## config.mk

```make
export PLATFORM = sky130hd
export DESIGN_NAME = jk_bank_driver
export DESIGN_NICKNAME = d
export VERILOG_FILES = /design/src/rtl/jk_bank_driver.sv
export SDC_FILE = /design/constraint.sdc
export NUM_CORES = 1
export LEC_CHECK = 0
export BUFFER_PORTS_ARGS = -buffer_cell sky130_fd_sc_hd__clkbuf_2
export CAP_MARGIN = 10
export CORE_AREA = 5 5 60 62
export CTS_BUF_LIST = sky130_fd_sc_hd__clkbuf_8 sky130_fd_sc_hd__clkbuf_16
export DETAILED_ROUTE_END_ITERATION = 10
export DIE_AREA = 0 0 65 67
export PLACE_DENSITY = 0.65
export SLEW_MARGIN = 40
export SYNTH_ARGS = -nofsm -noshare
export SYNTH_HDL_FRONTEND = slang
export SYNTH_SLANG_ARGS = --single-unit
```

## constraint.sdc

```tcl
create_clock -name clk -period 1.6 [get_ports clk]
set_input_delay 0.08 -clock clk [delete_from_list [all_inputs] [get_ports clk]]
set_output_delay 0.08 -clock clk [all_outputs]
set_load 0.01 [all_outputs]
```

## src/rtl/jk_bank_driver.sv

```systemverilog
// jk_bank_driver: drives an external JK flop bank to a target word, verifies it, retries on mismatch.
// Build option: define JK_BANK_TOGGLE_EN to excite changing bits with toggle (j=k=1) instead of set/reset.
module jk_bank_driver #(
  parameter int WIDTH     = 4,
  parameter int MAX_RETRY = 1
) (
  input  logic             clk,
  input  logic             rst,
  input  logic             tgt_valid,
  input  logic [WIDTH-1:0] tgt_data,
  output logic             tgt_ready,
  input  logic [WIDTH-1:0] q_fb,
  output logic [WIDTH-1:0] j,
  output logic [WIDTH-1:0] k,
  output logic             done,
  output logic             err,
  output logic [7:0]       err_cnt
);

  typedef enum logic [1:0] {
    IDLE  = 2'd0,
    DRIVE = 2'd1,
    CHECK = 2'd2
  } state_t;

  state_t           state;
  state_t           state_nxt;
  logic [WIDTH-1:0] tgt_q;
  logic [WIDTH-1:0] tgt_nxt;
  logic [WIDTH-1:0] drive_tgt;
  logic [WIDTH-1:0] need;
  logic [WIDTH-1:0] j_nxt;
  logic [WIDTH-1:0] k_nxt;
  logic [2:0]       retry_cnt;
  logic [2:0]       retry_nxt;
  logic [7:0]       err_cnt_nxt;
  logic             load_drive;

  // j/k are registered so the bank sees stable excitation for the whole DRIVE cycle
  always_ff @(posedge clk or posedge rst) begin
    if (rst) begin
      state     <= IDLE;
      tgt_q     <= '0;
      retry_cnt <= '0;
      j         <= '0;
      k         <= '0;
      err_cnt   <= '0;
    end else begin
      state     <= state_nxt;
      tgt_q     <= tgt_nxt;
      retry_cnt <= retry_nxt;
      j         <= j_nxt;
      k         <= k_nxt;
      err_cnt   <= err_cnt_nxt;
    end
  end

  always_comb begin
    state_nxt   = state;
    tgt_nxt     = tgt_q;
    retry_nxt   = retry_cnt;
    err_cnt_nxt = err_cnt;
    drive_tgt   = tgt_q;
    load_drive  = 1'b0;
    tgt_ready   = 1'b0;
    done        = 1'b0;
    err         = 1'b0;

    case (state)
      IDLE: begin
        tgt_ready = ~rst;
        if (tgt_valid) begin
          tgt_nxt    = tgt_data;
          drive_tgt  = tgt_data;
          retry_nxt  = '0;
          load_drive = 1'b1;
          state_nxt  = DRIVE;
        end
      end

      DRIVE: begin
        state_nxt = CHECK;
      end

      // q_fb here already reflects the edge that left DRIVE
      CHECK: begin
        if (q_fb == tgt_q) begin
          done      = 1'b1;
          state_nxt = IDLE;
        end else if (int'(retry_cnt) < MAX_RETRY) begin
          retry_nxt  = retry_cnt + 3'd1;
          load_drive = 1'b1;
          state_nxt  = DRIVE;
        end else begin
          done      = 1'b1;
          err       = 1'b1;
          state_nxt = IDLE;
          if (err_cnt != 8'hFF) begin
            err_cnt_nxt = err_cnt + 8'd1;
          end
        end
      end

      default: begin
        state_nxt = IDLE;
      end
    endcase
  end

  always_comb begin
    need  = drive_tgt ^ q_fb;
    j_nxt = '0;
    k_nxt = '0;
    if (load_drive) begin
`ifdef JK_BANK_TOGGLE_EN
      j_nxt = need;
      k_nxt = need;
`else
      j_nxt = need & drive_tgt;
      k_nxt = need & ~drive_tgt;
`endif
    end
  end

endmodule

```

Yosys cells after proc, flatten, opt, wreduce, memory -nomap -nowiden. Cells that the tools add are included.

Multiplexer cells: 22. $lt $le $gt $ge: 1. $add $sub $neg: 2. Equal/unequal tests: 7. Bitwise gates (word level): 7. Reductions and logical operators: 4.

Operators by type and width (count): two-way mux 4 bit (4); two-way mux 1 bit (11); two-way mux 3 bit (3); adder 8 x 1 -> 8 bit, second input constant (1); bitwise AND 4 bit (2); != test 8 bit, second input constant (1); AND reduction 4 bit (2); != test 2 bit, second input constant (3); one-hot mux 2 bit (3 select lines) (1); one-hot mux 3 bit (2 select lines) (1); equality test 4 bit (1); NOT 4 bit (1); XOR 4 bit (1); adder 3 x 1 -> 3 bit, second input constant (1); less-than comparator 3 x 1 -> 1 bit, second input constant (1); NOT 1 bit (3); equality test 2 x 1 -> 1 bit, second input constant (1); equality test 2 bit, second input constant (1); zero test 2 bit (1); two-way mux 2 bit (1); one-hot mux 1 bit (2 select lines) (1); nonzero test 2 bit (1).

Input bits: 11. Output and inout port bits: 19. Logic and storage cells: 49. Register bits after elaboration: 25.

Depth between registers and ports, before layout.
Depth after elaboration: 5. Depth in mapped cells: 5. Gate-level depth less buffers: 5.

Least setup slack after synthesis. No wires, ideal clock.

Path kind: register to register. Start point: reg err_cnt[0]. End point: reg err_cnt[1]. Arrival time: 1.381 ns. Slack: 0.094 ns. Period minus slack after synthesis: 1.506 ns. Stages on the path, launching flop included: 6. Path buffers: 0. Cell sequence: dfrtp_1 -> ha_1 -> nand3_1 -> o211ai_4 -> nor2_4 -> mux2_4.

Longest elaborated chain between the ends: 2.

RTL lines: start: declaration (line 17) `output logic [7:0] err_cnt`; start signal: assignment (line 54) `err_cnt <= err_cnt_nxt;`; parallel branches: the longest is 2 deep, another holds adder 8 x 1 -> 8 bit.

Parallel ways; which one is timed is not known. A chain may end at the register's enable or synchronous reset.

Worst setup path in the final report.
Start point: reg tgt_q[1]. End point: reg err_cnt[1].

Longest elaborated chain between the ends: 3.

RTL lines: start: declaration (line 28) `logic [WIDTH-1:0] tgt_q;`; start signal: assignment (line 50) `tgt_q <= tgt_nxt;`; equality test 4 bit (line 87) `if (q_fb == tgt_q) begin`; NOT 1 bit (no line); AND reduction 4 bit (no line).

Every way passes these cells.

==> reports/metrics.yaml <==
dieArea_um2: 4360
worst_slack_ps: -43.3
drv_slew: 0
grt_pass1_wl_um: 4150
async_reset_ff_frac: 1.00
path_class: "reg -> reg"
min_path_type: "in -> reg"
hold-path-endpoint: "j[1]$_DFF_PP0_"
firstDrtPassIters: 4
yosys-top-cells-area: "dfrtp_1 (54%), xor2_1 (8.3%), mux2i_1 (4.3%), nor3_1 (3.4%), nor4_2 (3.2%)"
ys_ff_latch: 25
layout_min_cycle_time_ps: 1640
synth-edff-count: 0
gr-total-overflow: 0
synth_cell_type_count: 27
hold_viol: 0
finalSetupViolCount: 8
cp_cell_sequence: "xor2_2 -> nor4_4 -> buf_6 -> buf_6 -> nor2_4 -> mux2_4"
grt_max_degree: 26
worst_path_max_delay_cell: "dfrtp_1"
synth.yosys.seq_area_share: 0.536
synth_fp_nets: 107
drc: 0
areaGrowthSynthToFinish_pct: 36.7
routed_wl_um: 2400
maxCapViolCount: 0
initial_utilization: 0.392
ff2ff_setup_slack_ps: -40
grt_usage: 0.126
end_kind: "register"
die_x_um: 65
yosysMostFrequentCell: "dfrtp_1"
synth_area_um2: 1170
vias: 881
status: "finished, violations left"
synth_top_area_cell: "dfrtp_1"
p_total_mw: 2.85
synth.top_cell.area_share: 0.536
final_util: 0.535
core_um2: 2980
critPathRequiredTime_ps: 1750
worstHoldStart: "q_fb[1]"
tightestPinTransition_ps: 323
wl_per_cell_um: 13.5
antenna_found_initial: 0
fp-row-count: 20
cts.sinks: 25
ant_nets: 0
syn_inst: 94
skew_ps: 3.34
port-buffer-count: 29
post_route_cells_drive_above_1_share: 0.465
whs_path_depth: 2
rsz0062_at_grt: "yes"
fin_nets: 158
arrival_ps: 1800
clk_pin_slew_worst_paths_ps: 80
h-tree-depth: 1
ios: 30
fmax_mhz: 609
max_stage_delay_ps: 420
post-place-cells: 166
viasPerCell: 4.98
relSlewSlack: 0.783
power_leakage_nw: 0.796
ff2ff_path_depth: 6
critPathMaxFanout: 5
yosys_warnings: 0
min_period_over_period: 1.03
cts_root_buf: "clkbuf_8"
dr.first_iter.drc_count: 44
synth.avg_cell_area_um2: 12.4
crit_path_frequent_cell: "buf_6"
synthFlopType: "dfrtp_1"
violations: "negative setup slack"
r2r_end: "err_cnt[1]$_DFFE_PP0P_"
grt_pass1_vias: 916
clock_latency_ps: 270
r2r-start: "tgt_q[1]$_DFF_PP0_"
antennaDiodeCount: 0
dp.final_hpwl_um: 1810
cts_made_buffers: 3
synth_common_cells: "dfrtp_1 (25), xor2_1 (11), nor3_1 (8)"
place.gp.congestion: 0.839
cts_tree: "yes"
peakVddDrop_uv: 1100
die_height_um: 67
powerDensity_nw_per_um2: 1790
cts_buffer_depth: 2
final_cells: 177
critPathLaunchType: "register"
==> metrics by stage <==
stage                     worst slack [ps]  cell area [um2]  hold WS [ps]  TNS, ps
after floorplan                       93.9             1170           107        0
after global placement                20.1             1420           135        0
after detailed placement             -14.0             1420           148    -14.0
after CTS                            -73.4             1530          1.29     -349
after global routing                  -133             1590          40.6    -1020
final                                -43.3             1590          31.4     -204
==> cell usage in the layout (no fill, tap or decap), drive strengths merged <==
cell type / netlist / final
a21o: 2 / 2
and2b: 1 / 1
and3: 4 / 4
buf: 1 / 16
clkbuf: 0 / 31
dfrtp: 25 / 25
dlygate4sd3: 0 / 3
ha: 2 / 2
inv: 7 / 8
mux2: 2 / 2
mux2i: 5 / 5
nand2: 7 / 7
nand3: 4 / 4
nand4: 1 / 1
nor2: 2 / 2
nor2b: 2 / 2
nor3: 8 / 8
nor3b: 2 / 2
nor4: 4 / 4
nor4b: 1 / 1
o211ai: 1 / 1
o21bai: 1 / 1
or3: 1 / 1
xor2: 11 / 11
==> layout make-up <==
| cell class | instances | area [um2] |
|---|---|---|
| Clock inverter | 1 | 3.75 |
| Clock buffer | 3 | 41.3 |
| Multi-Input combinational cell | 61 | 548 |
| Sequential cell | 25 | 626 |
| Inverter | 7 | 28.8 |
| Fill cell | 251 | 1380 |
| Timing Repair Buffer | 47 | 305 |
| Tap cell | 33 | 41.3 |
==> per-layer routing <==
layer | up-vias | global-route usage | share of wire
met4 | 0 | 0.0343 | 0.0050
li1 | 421 | - | -
met5 | - | 0 | 0
met3 | 2 | 0.0472 | 0.068
met1 | 429 | 0.148 | 0.41
met2 | 29 | 0.216 | 0.52
==> report_power, final <==
part | total, mW | internal (mW) | switching [mW] | leakage [nW]
combinational | 1.43 | 0.696 | 0.730 | 0.464
clock | 0.364 | 0.172 | 0.193 | 0.0269
sequential | 1.06 | 0.867 | 0.194 | 0.305
==> cell families (layout without fill, tap and decap cells) <==
| kind of cell | Yosys count | in the layout | synth area share |
|---|---|---|---|
| muxes | 7 | 7 | 0.0687 |
| buffers and inverters | 8 | 58 | 0.0343 |
| and+or+nand+nor | 37 | 37 | 0.212 |
| AOI/OAI and AO/OA | 4 | 4 | 0.0440 |
| DFF | 25 | 25 | 0.536 |
| adders and majority gates | 2 | 2 | 0.0215 |
| xor gates and xnor gates | 11 | 11 | 0.0826 |
==> repair_timing <==
| action | 4_1_cts | 5_1_grt |
|---|---|---|
| gates resized for setup | 1 | 13 |
| endpoints found under the hold margin | 27 | 0 |
| hold buffers | 3 | 0 |
| setup buffers | 3 | 1 |
| pin swaps | 1 | 7 |
| setup endpoints to repair | 3 | 15 |
| cloned | 0 | 0 |
==> worst max-delay path by stage <==
stage / endpoint / from / slack, ps / cells past startpoint
5_1_grt: done / tgt_q[1]$_DFF_PP0_ / -130 / 6
2_1_floorplan: err_cnt[1]$_DFFE_PP0P_ / err_cnt[0]$_DFFE_PP0P_ / 90 / 5
3_3_place_gp: err_cnt[1]$_DFFE_PP0P_ / tgt_q[1]$_DFF_PP0_ / 20 / 5
3_5_place_dp: err_cnt[1]$_DFFE_PP0P_ / tgt_q[1]$_DFF_PP0_ / -10 / 5
4_1_cts: done / tgt_q[2]$_DFF_PP0_ / -70 / 6
6_report: err_cnt[1]$_DFFE_PP0P_ / tgt_q[1]$_DFF_PP0_ / -40 / 6
==> critical path: cells and delay by family (launching register included) <==
family        cells  cell delay, ps
simple gates      2             350
xor+xnor          1             190
mux               1             300
flops             1             420
buf+inv           2             280
==> registers in the layout (all words and copies together) (netlist names) <==
register,count
err_cnt,8
j,4
k,4
tgt_q,4
retry_cnt,3
state,2
(Power assumes the default switching activity.)
